==> src/rtl/gcd_arbiter.sv <==
// Round-robin arbiter/sequencer sharing one gcd engine among NREQ requesters.
// Optional zero-operand bypass enabled by defining GCD_ARB_ZERO_BYPASS_EN.
module gcd_arbiter #(
  parameter int NREQ = 4
) (
  input  logic                 clk,
  input  logic                 reset,
  input  logic [NREQ-1:0]      req,
  input  logic [32*NREQ-1:0]   a_in,
  input  logic [32*NREQ-1:0]   b_in,
  output logic [NREQ-1:0]      ack,
  output logic [NREQ-1:0]      rsp_valid,
  output logic [31:0]          rsp_result,
  output logic                 busy,
  output logic [31:0]          eng_a,
  output logic [31:0]          eng_b,
  output logic                 eng_start,
  input  logic [31:0]          eng_result,
  input  logic                 eng_done
);

`ifdef GCD_ARB_ZERO_BYPASS_EN
  localparam bit ZERO_BYPASS = 1'b1;
`else
  localparam bit ZERO_BYPASS = 1'b0;
`endif

  localparam int IW = $clog2(NREQ);

  typedef enum logic [1:0] {S_IDLE, S_LAUNCH, S_WAIT, S_RESPOND} state_t;

  state_t          r_state;
  state_t          w_next;
  logic [IW-1:0]   r_ptr;
  logic [IW-1:0]   r_grant;
  logic            r_bypass;
  logic [IW-1:0]   w_win;
  logic [IW:0]     w_sum;
  logic            w_found;
  logic [31:0]     w_a;
  logic [31:0]     w_b;
  logic            w_zero;
  logic            w_take_bypass;

  // First set request at or above r_ptr, wrapping modulo NREQ.
  always_comb begin
    w_found = 1'b0;
    w_win   = '0;
    w_sum   = '0;
    for (int unsigned k = 0; k < NREQ; k++) begin
      w_sum = {1'b0, r_ptr} + (IW+1)'(k);
      if (w_sum >= (IW+1)'(NREQ)) w_sum = w_sum - (IW+1)'(NREQ);
      if (!w_found && req[w_sum[IW-1:0]]) begin
        w_found = 1'b1;
        w_win   = w_sum[IW-1:0];
      end
    end
  end

  always_comb begin
    w_a = '0;
    w_b = '0;
    for (int unsigned k = 0; k < NREQ; k++) begin
      if (w_win == IW'(k)) begin
        w_a = a_in[32*k +: 32];
        w_b = b_in[32*k +: 32];
      end
    end
  end

  assign w_zero        = (w_a == '0) || (w_b == '0);
  assign w_take_bypass = ZERO_BYPASS && w_zero;

  always_comb begin
    w_next = r_state;
    case (r_state)
      S_IDLE:    if (w_found) w_next = w_take_bypass ? S_RESPOND : S_LAUNCH;
      S_LAUNCH:  w_next = S_WAIT;
      S_WAIT:    if (eng_done) w_next = S_RESPOND;
      S_RESPOND: w_next = S_IDLE;
      default:   w_next = S_IDLE;
    endcase
  end

  // A bypassed grant acknowledges in RESPOND since LAUNCH never happens.
  always_comb begin
    ack       = '0;
    rsp_valid = '0;
    eng_start = 1'b0;
    busy      = (r_state != S_IDLE);
    if (r_state == S_LAUNCH) begin
      eng_start    = 1'b1;
      ack[r_grant] = 1'b1;
    end
    if (r_state == S_RESPOND) begin
      rsp_valid[r_grant] = 1'b1;
      if (r_bypass) ack[r_grant] = 1'b1;
    end
  end

  always_ff @(posedge clk) begin
    if (reset) begin
      r_state    <= S_IDLE;
      r_ptr      <= '0;
      r_grant    <= '0;
      r_bypass   <= 1'b0;
      eng_a      <= '0;
      eng_b      <= '0;
      rsp_result <= '0;
    end else begin
      r_state <= w_next;
      case (r_state)
        S_IDLE: begin
          if (w_found) begin
            r_grant  <= w_win;
            eng_a    <= w_a;
            eng_b    <= w_b;
            r_bypass <= w_take_bypass;
            if (w_take_bypass) rsp_result <= (w_a == '0) ? w_b : w_a;
          end
        end
        S_WAIT: begin
          if (eng_done) rsp_result <= eng_result;
        end
        S_RESPOND: begin
          r_ptr <= (r_grant == IW'(NREQ-1)) ? '0 : r_grant + 1'b1;
        end
        default: ;
      endcase
    end
  end

endmodule

==> config.mk <==
export PLATFORM = sky130hd
export DESIGN_NAME = gcd_arbiter
export DESIGN_NICKNAME = d
export VERILOG_FILES = /design/src/rtl/gcd_arbiter.sv
export SDC_FILE = /design/constraint.sdc
export NUM_CORES = 1
export LEC_CHECK = 0
export BUFFER_PORTS_ARGS = -buffer_cell sky130_fd_sc_hd__buf_2
export CAP_MARGIN = 40
export CORE_AREA = 2 2 155 157
export DETAILED_ROUTE_END_ITERATION = 8
export DIE_AREA = 0 0 157 159
export GPL_TIMING_DRIVEN = 0
export PLACE_DENSITY = 0.52
export SETUP_SLACK_MARGIN = 0.05
export SLEW_MARGIN = 20
export SYNTH_ARGS = -nofsm -noshare
export SYNTH_HDL_FRONTEND = slang
export SYNTH_SLANG_ARGS = --single-unit
==> constraint.sdc <==
create_clock -name clk -period 4.6 [get_ports clk]
set_clock_uncertainty 0.05 [all_clocks]
set_input_delay 0.69 -clock clk [delete_from_list [all_inputs] [get_ports clk]]
set_output_delay 0.69 -clock clk [all_outputs]
set_load 0.01 [all_outputs]
==> flow_metrics.tcl <==
set metrics [dict create \
    nets 1351 \
    hold_slack_ns 0.4002 \
    r2r_slack_ns 2.02 \
    ys_warn_count 0 \
    post_cts_buffers 0 \
    min_path_type "register to register" \
    cts_made_buffers 9 \
    arrival_ns 2.81 \
    grt-ovfl-total 0 \
    cp_slowest_cell "a2111oi_4" \
    via_per_inst 4.682 \
    syn_to_final_growth_pct 51.38 \
    grt_max_degree 21 \
    yosys-top-cells-area "dfxtp_1 (39%), nand2_1 (9.2%), a211oi_1 (7.1%)" \
    rsz0062_at_grt "no" \
    finalSetupViolCount 0 \
    p_leak_nw 3.638 \
    worst_pin_slew_ns 0.7804 \
    core_um2 23190 \
    ctsHtreeMaxLevel 3 \
    first_pass_iters 4 \
    hold_violations 0 \
    drc_errors 0 \
    dp_hpwl_mm 19.46 \
    grt_pass1_vias 6453 \
    antenna_found_initial 1 \
    synth.top_cell.area_share_pct 38.80 \
    initial_core_util_pct 22.69 \
    hold_buffers 0 \
    cts_sinks 102 \
    grt_use_total_pct 18.67 \
    fin_setup_tns_ns 0 \
    drt_iter0_markers 308 \
    worstSetupStartpointType "input pin" \
    layout.cells.non_filler 1372 \
    p_per_area_nw_per_um2 422.2 \
    finalPower_w 0.003363 \
    synth_fp_nets 941 \
    fmax_mhz 378.3 \
    cts_tree "yes" \
    post_drt_wl_per_cell_um 17.59 \
    cap_violations 0 \
    synth_seq_area_share_pct 38.80 \
    cp-end-kind "register" \
    root_buffer "clkbuf_16" \
    finalWeightedCongestion 0.9043 \
    cp_data_required_time_ns 4.77 \
    slew_headroom_pct 47.97 \
    ios 401 \
    postSynthCellCount 637 \
    clkSlewWorstSetupHoldPaths_ns 0.08 \
    dp.cells 1355 \
    cpPeakStageDelay_ns 0.64 \
    drtAntennaViolNets 0 \
    place_ws_ns 1.573 \
    clock_latency_ns 0.35 \
    portBuffers 399 \
    maxSlewViolCount 0 \
    num_rows 56 \
    cts.path.max_buffers 2 \
    syn_area_um2 5263 \
    final_cell_mix "buf_2 (416), nand2_1 (129), dfxtp_1 (102)" \
    vdd_drop_max_uv 164.7 \
    fin_crit_sh_pct 57.47 \
    die_x_um 157 \
    cts-resized-gates 0 \
    drive_gt1_share_pct 42.30 \
    final_common_cell "buf_2" \
    syn-mean-instance-area_um2 8.261 \
    cp_max_fo 10 \
    period_needed_ns 2.643 \
    drt_wl_total_mm 24.14 \
    synth-seq-cells 102 \
    die_h_um 159 \
    grt_pass1_wl_mm 35.99 \
    worstSetupPathType "input pin to register" \
    die_area_um2 24960 \
    path_cells "buf_2, nor2b_2, a2111oi_4, nor2_1, clkbuf_1, a211oi_1, o31ai_1" \
    synth_top_area_cell "dfxtp_1" \
    setup_ws_ns 1.957 \
    synth_cell_types 36 \
    vias 6424 \
    status "finished, final reports clean" \
]
sequential cells by signal, indices dropped and copies added (netlist names):
signal,cells
eng_a,32
eng_b,32
r_grant,2
r_ptr,2
r_state,2
rsp_result,32
worst max-delay path, delay by kind of cell:
family	cells	cell delay (ns)
compound gates	3	1.24
buf+inv	2	0.44
simple gates	2	0.43
through the flow:
stage,instance area [um2],util (%)
final,7966,34.35
after global routing,7966,34.35
after CTS,7964,34.34
after detailed placement,7659,33.02
after global placement,7659,33.02
after floorplan,5263,-
worst paths after layout:
check	cells after the start	start	to
max reg2reg	6	r_ptr[0]$_SDFFE_PP0P_	eng_a[6]$_SDFFE_PP0P_
min	2	eng_a[13]$_SDFFE_PP0P_	eng_a[13]$_SDFFE_PP0P_
min reg2reg	2	eng_a[13]$_SDFFE_PP0P_	eng_a[13]$_SDFFE_PP0P_
max	7	req[0]	eng_a[6]$_SDFFE_PP0P_
kinds of logic (layout without fill, tap and decap cells):
logic type / count (synthesis) / in the layout / share of synthesized area (%)
AO/OA/AOI/OAI: 274 / 274 / 37.21
AND/OR/NAND/NOR: 161 / 161 / 12.36
flip-flops: 102 / 102 / 38.80
buffers and inverters: 72 / 487 / 5.873
multiplexers: 19 / 19 / 3.614
adder cells (fa/ha/maj): 9 / 9 / 2.140
other: 0 / 1 / 0
layout make-up:
class | instances | area [um2]
fill | 2554 | 15230
inverter | 9 | 33.78
sequential | 102 | 2042
antenna | 1 | 2.502
buffer | 63 | 275.3
clock inverter | 7 | 80.08
tap | 319 | 399.1
clock buffer | 9 | 225.2
multi-input combinational | 463 | 2912
timing repair buffer | 399 | 1997
cell usage after synthesis:
master and number:
inv_2 2, o221a_2 1, o22ai_1 49, or3_1 1
ha_1 9, nand2_1 129, a21boi_1 1, buf_4 2
nor2b_2 1, dfxtp_1 102, inv_1 7, nor2b_1 2
a221oi_2 1, buf_2 17, a22oi_1 15, nor4_1 1
o311a_1 1, clkbuf_2 2, clkbuf_1 38, buf_1 3
buf_6 1, and2_1 9, a2111oi_4 1, nand2b_1 1
mux2i_1 19, nor3_1 1, a211oi_1 50, or2_1 1
o221ai_1 16, o21ai_0 4, o31ai_1 49, nor2_1 14
a21oi_1 36, or2_2 1, o311ai_2 1, o21a_1 49
where the power goes:
| group | internal [W] | leakage [nW] | switching [W] | total (W) |
|---|---|---|---|---|
| clock | 0.000387 | 0.145 | 0.000402 | 0.000790 |
| combinational | 0.000539 | 2.66 | 0.000792 | 0.00133 |
| sequential | 0.00112 | 0.837 | 0.000125 | 0.00124 |
| total | 0.00204 | 3.64 | 0.00132 | 0.00336 |
metal layers:
layer  share of wire, %  global-route usage (%)  up-vias
li1                   -                       -     3194
met1                 43                   23.44     2909
met2                 48                   31.60      276
met3                5.9                   3.185       45
met4                3.2                   7.381        0
met5                  0                       0        -
(Power assumes the default switching activity.)
